$ cat config.mk
export PLATFORM = sky130hd
export DESIGN_NAME = alu_seq_flat
export DESIGN_NICKNAME = d
export VERILOG_FILES = /design/src/rtl/alu_seq_if.sv /design/src/rtl/alu_seq.sv /design/src/flat_wrapper.sv
export SDC_FILE = /design/constraint.sdc
export NUM_CORES = 1
export LEC_CHECK = 0
export CAP_MARGIN = 10
export CORE_MARGIN = 1
export CORE_UTILIZATION = 40
export CTS_BUF_LIST = sky130_fd_sc_hd__clkbuf_8
export CTS_CLUSTER_DIAMETER = 40
export CTS_CLUSTER_SIZE = 24
export DETAILED_ROUTE_END_ITERATION = 16
export PLACE_DENSITY = 0.65
export SYNTH_ARGS = -nofsm -noshare
export SYNTH_HDL_FRONTEND = slang
export SYNTH_SLANG_ARGS = --single-unit
$ cat constraint.sdc
create_clock -name clk -period 4.9 [get_ports clk]
set_clock_uncertainty 0.15 [all_clocks]
set_input_delay 0.49 -clock clk [delete_from_list [all_inputs] [get_ports clk]]
set_output_delay 0.49 -clock clk [all_outputs]
set_load 0.02 [all_outputs]
$ cat src/rtl/alu_seq_if.sv
// Shared types for the nibble ALU plus the request/result bus of alu_seq.
// The 4-bit ALU sits outside alu_seq so that several sequencers can share one.
package alu_seq_pkg;
    typedef struct packed {
        logic       carry_in;
        logic       b_inv;
        logic       carry_disable;
        logic [1:0] cmd;
    } alu_ctrl_t;

    typedef struct packed {
        logic [3:0] d1;
        logic [3:0] d2;
        alu_ctrl_t  ctrl;
    } alu_args_t;

    typedef struct packed {
        logic [3:0] result;
        logic       carry_out;
    } alu_ret_t;
endpackage

interface alu_seq_if #(parameter int NIBBLES = 4);
    localparam int W = 4 * NIBBLES;
    logic         start;
    logic [2:0]   op;
    logic [W-1:0] a;
    logic [W-1:0] b;
    logic         ready;
    logic         done;
    logic [W-1:0] result;
    logic         carry;
    logic         eq;
    logic         zero;

    modport master (output start, op, a, b, input ready, done, result, carry, eq, zero);
    modport slave  (input start, op, a, b, output ready, done, result, carry, eq, zero);
endinterface

$ cat src/rtl/alu_seq.sv
// Runs one W-bit operation as NIBBLES passes through a shared 4-bit ALU, LSB nibble first.
// Published flags/result only change on the DONE transition, so they hold across later runs.
module alu_seq
    import alu_seq_pkg::*;
#(
    parameter int NIBBLES = 4
) (
    input  logic      clk,
    input  logic      rst_n,
    alu_seq_if.slave  bus,
    output alu_args_t alu_args,
    input  alu_ret_t  alu_ret
);
    localparam int W  = 4 * NIBBLES;
    localparam int IW = (NIBBLES > 1) ? $clog2(NIBBLES) : 1;
    localparam logic [IW-1:0] IDX_LAST = IW'(NIBBLES - 1);

    localparam logic [1:0] S_IDLE = 2'd0;
    localparam logic [1:0] S_RUN  = 2'd1;
    localparam logic [1:0] S_DONE = 2'd2;

    localparam logic [2:0] OP_ADD   = 3'd0;
    localparam logic [2:0] OP_SUB   = 3'd1;
    localparam logic [2:0] OP_COMP  = 3'd2;
    localparam logic [2:0] OP_XOR   = 3'd3;
    localparam logic [2:0] OP_XNOR  = 3'd4;
    localparam logic [2:0] OP_AND   = 3'd5;
    localparam logic [2:0] OP_OR    = 3'd6;
    localparam logic [2:0] OP_RSHFT = 3'd7;

    logic [1:0]    state_q, state_d;
    logic [IW-1:0] idx_q, idx_d;
    logic [2:0]    op_q, op_d;
    logic [W-1:0]  a_q, a_d, b_q, b_d;
    logic          cy_q, cy_d;
    logic [W-1:0]  work_q, work_d;
    logic [W-1:0]  result_q, result_d;
    logic          carry_q, carry_d, eq_q, eq_d, zero_q, zero_d;
    logic [W-1:0]  b_hi;
    logic          first;

    // Bit 3 of each nibble of b_hi is the bit shifted into that nibble's MSB.
    assign b_hi  = b_q >> 1;
    assign first = (idx_q == '0);

    always_comb begin
        alu_args = '0;
        if (state_q == S_RUN) begin
            alu_args.d1 = a_q[4*int'(idx_q) +: 4];
            alu_args.d2 = b_q[4*int'(idx_q) +: 4];
            case (op_q)
                OP_ADD: begin
                    {alu_args.ctrl.b_inv, alu_args.ctrl.carry_disable, alu_args.ctrl.cmd} = 4'b0000;
                    alu_args.ctrl.carry_in = first ? 1'b0 : cy_q;
                end
                OP_SUB: begin
                    {alu_args.ctrl.b_inv, alu_args.ctrl.carry_disable, alu_args.ctrl.cmd} = 4'b1000;
                    alu_args.ctrl.carry_in = first ? 1'b1 : cy_q;
                end
                OP_COMP: begin
                    {alu_args.ctrl.b_inv, alu_args.ctrl.carry_disable, alu_args.ctrl.cmd} = 4'b1000;
                    alu_args.ctrl.carry_in = first ? 1'b0 : cy_q;
                end
                OP_XOR:  {alu_args.ctrl.b_inv, alu_args.ctrl.carry_disable, alu_args.ctrl.cmd} = 4'b0100;
                OP_XNOR: {alu_args.ctrl.b_inv, alu_args.ctrl.carry_disable, alu_args.ctrl.cmd} = 4'b1100;
                OP_AND:  {alu_args.ctrl.b_inv, alu_args.ctrl.carry_disable, alu_args.ctrl.cmd} = 4'b0101;
                OP_OR:   {alu_args.ctrl.b_inv, alu_args.ctrl.carry_disable, alu_args.ctrl.cmd} = 4'b0110;
                default: begin
                    {alu_args.ctrl.b_inv, alu_args.ctrl.carry_disable, alu_args.ctrl.cmd} = 4'b0111;
                    alu_args.ctrl.carry_in = b_hi[4*int'(idx_q) + 3];
                end
            endcase
        end
    end

    always_comb begin
        state_d  = state_q;
        idx_d    = idx_q;
        op_d     = op_q;
        a_d      = a_q;
        b_d      = b_q;
        cy_d     = cy_q;
        work_d   = work_q;
        result_d = result_q;
        carry_d  = carry_q;
        eq_d     = eq_q;
        zero_d   = zero_q;
        case (state_q)
            S_IDLE: begin
                if (bus.start) begin
                    state_d = S_RUN;
                    idx_d   = '0;
                    op_d    = bus.op;
                    a_d     = bus.a;
                    b_d     = bus.b;
                end
            end
            S_RUN: begin
                work_d[4*int'(idx_q) +: 4] = alu_ret.result;
                cy_d = alu_ret.carry_out;
                if (idx_q == IDX_LAST) begin
                    state_d  = S_DONE;
                    result_d = work_d;
                    zero_d   = (work_d == '0);
                    eq_d     = (op_q == OP_COMP) && (&work_d);
                    case (op_q)
                        OP_ADD, OP_SUB, OP_COMP: carry_d = alu_ret.carry_out;
                        OP_RSHFT:                carry_d = b_q[0];
                        default:                 carry_d = 1'b0;
                    endcase
                end else begin
                    idx_d = idx_q + 1'b1;
                end
            end
            S_DONE:  state_d = S_IDLE;
            default: state_d = S_IDLE;
        endcase
    end

    always_ff @(posedge clk or negedge rst_n) begin
        if (!rst_n) begin
            state_q  <= S_IDLE;
            idx_q    <= '0;
            op_q     <= '0;
            a_q      <= '0;
            b_q      <= '0;
            cy_q     <= 1'b0;
            work_q   <= '0;
            result_q <= '0;
            carry_q  <= 1'b0;
            eq_q     <= 1'b0;
            zero_q   <= 1'b1;
        end else begin
            state_q  <= state_d;
            idx_q    <= idx_d;
            op_q     <= op_d;
            a_q      <= a_d;
            b_q      <= b_d;
            cy_q     <= cy_d;
            work_q   <= work_d;
            result_q <= result_d;
            carry_q  <= carry_d;
            eq_q     <= eq_d;
            zero_q   <= zero_d;
        end
    end

    assign bus.ready  = (state_q == S_IDLE);
    assign bus.done   = (state_q == S_DONE);
    assign bus.result = result_q;
    assign bus.carry  = carry_q;
    assign bus.eq     = eq_q;
    assign bus.zero   = zero_q;
endmodule

$ cat src/flat_wrapper.sv
// flat-port wrapper written by rule: the top's interface ports become plain ports
module alu_seq_flat import alu_seq_pkg::*;
#(
    parameter int NIBBLES = 4
)
  (clk, rst_n, alu_args, alu_ret, bus_start, bus_op, bus_a, bus_b, bus_ready, bus_done, bus_result, bus_carry, bus_eq, bus_zero);
  alu_seq_if #(.NIBBLES(NIBBLES)) bus_i ();
  input  logic clk;
  input  logic rst_n;
  output alu_args_t alu_args;
  input  alu_ret_t alu_ret;
  input wire logic [$bits(bus_i.start)-1:0] bus_start;
  input wire logic [$bits(bus_i.op)-1:0] bus_op;
  input wire logic [$bits(bus_i.a)-1:0] bus_a;
  input wire logic [$bits(bus_i.b)-1:0] bus_b;
  output wire logic [$bits(bus_i.ready)-1:0] bus_ready;
  output wire logic [$bits(bus_i.done)-1:0] bus_done;
  output wire logic [$bits(bus_i.result)-1:0] bus_result;
  output wire logic [$bits(bus_i.carry)-1:0] bus_carry;
  output wire logic [$bits(bus_i.eq)-1:0] bus_eq;
  output wire logic [$bits(bus_i.zero)-1:0] bus_zero;
  assign bus_i.start = bus_start;
  assign bus_i.op = bus_op;
  assign bus_i.a = bus_a;
  assign bus_i.b = bus_b;
  assign bus_ready = bus_i.ready;
  assign bus_done = bus_i.done;
  assign bus_result = bus_i.result;
  assign bus_carry = bus_i.carry;
  assign bus_eq = bus_i.eq;
  assign bus_zero = bus_i.zero;
  alu_seq #(.NIBBLES(NIBBLES)) u_core (.clk(clk), .rst_n(rst_n), .bus(bus_i), .alu_args(alu_args), .alu_ret(alu_ret));
endmodule
==> results.cfg <==
[sta]
rsz0062_at_grt = no
fin_setup_tns_ps = 0
drv_slew = 0
period_minus_slack_ps = 3550
setup_violations = 0
maxSlewHeadroom = 0.313
fmax_mhz = 282
hold_viol = 0
tightest_slew_ps = 1030
layout_worst_path_cycle_share = 0.724

[cells_and_area]
synthToLayoutAreaGrowth_pct = 29.4
nNetsFinal = 439
final_core_util = 0.537
antenna_cells = 0
layout-drive-gt1-share = 0.200

[clock_network]
hold_buffers = 0
cts.path.max_buffers = 2
cts-resized-gates = 0
clk_latency_ps = 340
htreeDepth = 3
cts.clk_slew.worst_paths_ps = 70
cts_tree = yes
clock_sinks = 75
cts_setup_buffers = 0
cts_made_buffers = 9
cts-root-buf = clkbuf_8

[worst_setup_path]
cp_slowest_stage_delay_ps = 970
worst_ep_arrival_time_ps = 2910
path_cells = inv_1 > ha_1 > nand2b_1 > o211ai_1 > a21oi_1 > clkdlybuf4s50_1
required_ps = 4260
cp-start-kind = flop
cpMaxStageDelayCell = dfrtp_1
crit_path_end_kind = primary output
worstPathMaxFanout = 21
path_class = reg2out

[job]
maxCapViolCount = 0

[power_and_ir_drop]
total_power_mw = 3.22
power_density_nw_per_um2 = 688
pwr-share-clk = 0.177
p_leak_nw = 1.94
ir_worst_vdd_mv = 0.318
comb_power_share = 0.477
switching_share = 0.375
intPower_mw = 2.01
seqPwrFrac = 0.347
switchingPower_mw = 1.21

[global_routing]
grt_overflow = 0
grt_max_degree = 76
grt_pass1_wl_um = 13000
grt_pass1_vias = 2677
antenna_found_initial = 0
grtUsageTotal = 0.174

[floorplanning]
pin_count = 77
core_area_sq_um = 8720
die_area_sq_um = 9430
start_util = 0.415
die_h_um = 97.1
dieWidth_um = 97.1
placementRows = 34

[logic_synthesis]
synth_edf_count = 0
synthArstFlopShare = 1.00
syn_area_sq_um = 3620
postSynthCellCount = 319
synth_cell_type_count = 41
synth_commonest_cells = 74 x dfrtp_1, 49 x nand2_1, 36 x mux2_2, 35 x o21ai_0, 16 x nor2b_1
synth_area_leaders = dfrtp_1 51%, mux2_2 11%, nand2_1 5.1%, o21ai_0 4.8%, mux4_2 4.4%
synth_top_area_frac = 0.512
synth_top_cell_by_area = dfrtp_1
synth-simple-area-share = 0.163
synth_most_common_cell = dfrtp_1
synth_compound_area_frac = 0.108
syn_nets = 368
synth_ff_type = dfrtp_1
yosysSeqAreaShare = 0.519
synth_area_per_cell_sq_um = 11.3
synth_fa_ha_area_frac = 0.0207
ys_ff_latch = 75
muxShareOfSynthArea = 0.158
synth_xor_area_frac = 0.00242
yosysWarnings = 0
synth_top_family_by_area = simple AND/OR/NAND/NOR gates

[placement]
port_buffers = 76
place_congestion = 0.830
hpwl_um = 5360

[drt]
ant_nets = 0
drc_errors = 0
drtIter0Drc = 92
drtPass1Iterations = 4
wire_per_inst_um = 15.2
routed_wl_um = 7630
num_vias = 2593
viasPerCell = 5.16

[outcome]
status = complete, no violations

[worst_hold_path]
hold_path.class = in2async
registers in the layout (all words and copies together), names as in the netlist:
name	cells
u_core.idx_q	2
u_core.a_q	16
u_core.bus.result	16
u_core.bus.zero	1
u_core.work_q	16
u_core.bus.carry	1
u_core.op_q	3
u_core.state_q	2
u_core.cy_q	1
u_core.bus.eq	1
u_core.b_q	16
layout make-up:
cell class              count  area [sq um]
fillers                   769          4040
flip-flops and latches     75          1880
clock inverters             7           116
clock buffers               9           124
repair buffers             78           773
multi-input cells         222          1640
well taps                 108           135
inverters                   4          15.0
power by group through the flow:
| stage | Combinational (mW) | Sequential [mW] | Clock [mW] |
|---|---|---|---|
| global placement | 1.52 | 1.12 | 0 |
| floorplan | 1.06 | 1.09 | 0 |
| global route | 1.68 | 1.17 | 0.611 |
| CTS | 1.55 | 1.12 | 0.580 |
| finish | 1.53 | 1.12 | 0.569 |
| detailed placement | 1.54 | 1.13 | 0 |
worst max-delay path: cells and delay by family, from the launching register on:
family	cells	cell delay (ps)
flip-flops	1	970
buffers and inverters	2	840
adder cells (fa/ha/maj)	1	380
AO/OA/AOI/OAI	2	260
AND/OR/NAND/NOR	1	110
placed cells by master, fill, tap and decap left out, types with 4 or more instances in the layout:
cell | synthesis | final
nor2b_1 | 16 | 16
inv_1 | 4 | 4
ha_1 | 6 | 6
and2_1 | 8 | 8
dfrtp_1 | 74 | 74
nor2_1 | 6 | 6
o21ai_0 | 35 | 35
a31oi_1 | 12 | 12
mux4_2 | 7 | 7
mux2_2 | 36 | 36
nand4_1 | 7 | 7
clkbuf_8 | 0 | 9
nand2_1 | 49 | 49
clkdlybuf4s50_1 | 0 | 75
a21oi_1 | 5 | 5
cell families after synthesis:
kind of cell    Yosys count
simple gates            108
flops                    75
compound gates           63
mux                      44
buf+inv                  22
fa+ha+maj                 6
xor+xnor                  1
layer usage:
metal,track usage,part of all wire
met1,0.238,0.48
met2,0.263,0.45
met3,0.0446,0.057
met4,0.0689,0.015
met5,0,0
worst paths after layout:
path	from	to	slack, ps	cells past startpoint
worst max-delay path	u_core.idx_q[0]	alu_args[4]	1350	6
worst min register to register	u_core.work_q[6]	u_core.work_q[6]	330	2
worst min-delay path	rst_n	u_core.bus.result[6]	120	1
worst max register to register	u_core.idx_q[0]	u_core.bus.zero	1840	7
max in group asynchronous	rst_n	u_core.work_q[1]	3880	1
min in group clk	u_core.work_q[6]	u_core.work_q[6]	330	2
through the flow:
| stage | hold slack, ps | instances | area (sq um) | setup slack (ps) |
|---|---|---|---|---|
| floorplan | 44.4 | 319 | 3620 | 2320 |
| global placement | 306 | 487 | 4440 | 1740 |
| detailed placement | 317 | 487 | 4440 | 1660 |
| CTS | 163 | 503 | 4680 | 1270 |
| global route | 202 | 503 | 4680 | 1070 |
| finish | 118 | 503 | 4680 | 1350 |
Power figures use the tool's default switching activity.
==> patch, RTL diff (same settings) <==
`NIBBLES` is set to 4 in 3 places; all go to 2. Comments in the files are not updated.
--- a/src/rtl/alu_seq_if.sv
+++ b/src/rtl/alu_seq_if.sv
@@ -22,3 +22,3 @@
 
-interface alu_seq_if #(parameter int NIBBLES = 4);
+interface alu_seq_if #(parameter int NIBBLES = 2);
     localparam int W = 4 * NIBBLES;
--- a/src/rtl/alu_seq.sv
+++ b/src/rtl/alu_seq.sv
@@ -5,3 +5,3 @@
 #(
-    parameter int NIBBLES = 4
+    parameter int NIBBLES = 2
 ) (
--- a/src/flat_wrapper.sv
+++ b/src/flat_wrapper.sv
@@ -3,3 +3,3 @@
 #(
-    parameter int NIBBLES = 4
+    parameter int NIBBLES = 2
 )
Ports: changed (resized bus_a, bus_b and bus_result); port bits go from 77 to 53. The function was not compared with the original's and may differ.
==> patch against the unedited design <==
Highest routed layer unchanged; sequential cell count fell by 33; clock power down 60%; largest cell class unchanged; design area down 46%; critical endpoint unchanged; largest power group unchanged; power fell by 49%; routed wire length fell by 50%; worst setup slack better by 580 ps; synthesized area shrank 47%; the run now ends with design-rule violations left; hold slack improved by 70 ps.
==> patch: results (changes against the unedited design) <==
[power_and_ir_drop]
p_leak_nw = 1.084  ; was 1.941 nW
vdd_drop_max_mv = 0.2394  ; was 0.3185 mV

[synthesis]
yosys_warnings = 0  ; unchanged
synthArstFlopShare_pct = 100.0  ; unchanged
synthFlopType = dfrtp_1  ; unchanged
synth.distinct_cells = 33  ; was 41
yosysSeqAreaShare_pct = 55.29  ; was 51.90%
synth_commonest_cells = dfrtp_1, mux2_1, mux2_2  ; was dfrtp_1, nand2_1, mux2_2
synthesis.nets = 174  ; was 368
netlist_top_cells_area = dfrtp_1, mux2_1, mux2_2  ; was dfrtp_1, mux2_2, nand2_1

[clocking]
cts_max_path_buffers = 2  ; unchanged
htreeDepth = 2  ; was 3
clock-root-buffer = clkbuf_8  ; unchanged
clock_latency_ps = 290  ; was 340 ps
numCtsBuffers = 5  ; was 9
holdBufCountCts = 0  ; unchanged
cts_resized = 0  ; unchanged
post-cts-setup-buffer-count = 0  ; unchanged
clk_pin_slew_ps = 80

[placement]
portBuffers = 52  ; was 76
gp_congestion = 0.7998  ; was 0.8298
dp_hpwl_um = 2734  ; was 5358 um

[critical_path]
critPathTopFamily = flip-flops  ; unchanged
cp_max_fo = 15  ; was 21
cp.arrival_ps = 2330  ; was 2910 ps
critPathMaxStageDelay_ps = 790  ; was 970 ps
slowest_stage = dfrtp_1  ; unchanged
r2r_setup_slack_ps = 2530  ; was 1840 ps
rr_worst_depth = 2  ; was 7
regToRegEndpoint = u_core.bus.result[6]  ; was u_core.bus.zero
rr_startpoint = u_core.idx_q  ; was u_core.idx_q[0]

[worst_hold_path]
hp-class = in -> async  ; unchanged

[final_layout]
drive_gt1_share_pct = 14.65  ; was 20.00%
antenna_cells = 0  ; unchanged
nNetsFinal = 224  ; was 439
nFillCells = 387  ; was 769

[status]
violations = design-rule violations
status = finished with violations  ; was finished clean

[sta]
fin_hold_ws_ps = 188.0  ; was 118.4 ps
worstMarginPinSlew_ps = 935.6  ; was 1031 ps

[drt]
drc_errors = 2  ; was 0
post_drt_wl_per_cell_um = 15.30  ; was 15.17 um
drt_iter0_drc = 99  ; was 92
dr.pass1.iters = 12  ; was 4
via_per_inst = 5.120  ; was 5.155

[grt]
antenna_found_initial = 0  ; unchanged
grt_usage_pct = 16.51  ; was 17.36%
grt_pass1_wl_um = 6382  ; was 12990 um
grt_max_degree = 43  ; was 76

patch: cell families after synthesis:
| group | count (synthesis) | share of synthesized area (%) |
|---|---|---|
| buffers and inverters | 12 | 4.273 |
| flip-flops | 42 | 55.29 |
| AND/OR/NAND/NOR | 36 | 9.599 |
| XOR/XNOR | 1 | 0.4603 |
| AO/OA/AOI/OAI | 12 | 4.340 |
| multiplexers | 44 | 26.04 |
patch: how the worst max path moves through the flow:
stage                         from           to  slack [ps]  depth (start not counted)
finish                u_core.idx_q  alu_args[4]        1930                          4
global route          u_core.idx_q  alu_args[4]        1750                          4
CTS                   u_core.idx_q  alu_args[4]        1900                          4
detailed placement    u_core.idx_q  alu_args[4]        2230                          4
global placement      u_core.idx_q  alu_args[4]        2270                          4
floorplan           u_core.op_q[0]  alu_args[4]        2900                          4
patch: area by class of cell:
class	instances	area (um2)	area share [%]
clock inverter	2	8.758	0.3497
sequential	42	1052	42.01
clock buffer	6	82.58	3.297
multi-input combinational	93	769.5	30.72
timing repair buffer	52	515.5	20.58
inverter	3	11.26	0.4496
tap	52	65.06	2.597
patch: power breakdown:
group	switching (mW)	internal (mW)
clock	0.114	0.112
sequential	0.145	0.517
combinational	0.349	0.415
patch: stage by stage:
stage	cells	area, um2	setup WS, ps	utilization (%)	total power, mW
floorplan	147	1903	2903	-	1.164
global placement	242	2414	2266	53.94	1.413
detailed placement	242	2414	2233	53.94	1.445
CTS	250	2505	1901	55.98	1.674
global route	250	2505	1751	55.98	1.763
finish	250	2505	1931	55.98	1.652
patch: per-layer routing:
| layer | track usage [%] | part of all wire [%] |
|---|---|---|
| met5 | 0 | 0 |
| met4 | 6.667 | 1.3 |
| met3 | 3.989 | 3.4 |
| met2 | 27.67 | 51 |
| met1 | 20.61 | 44 |
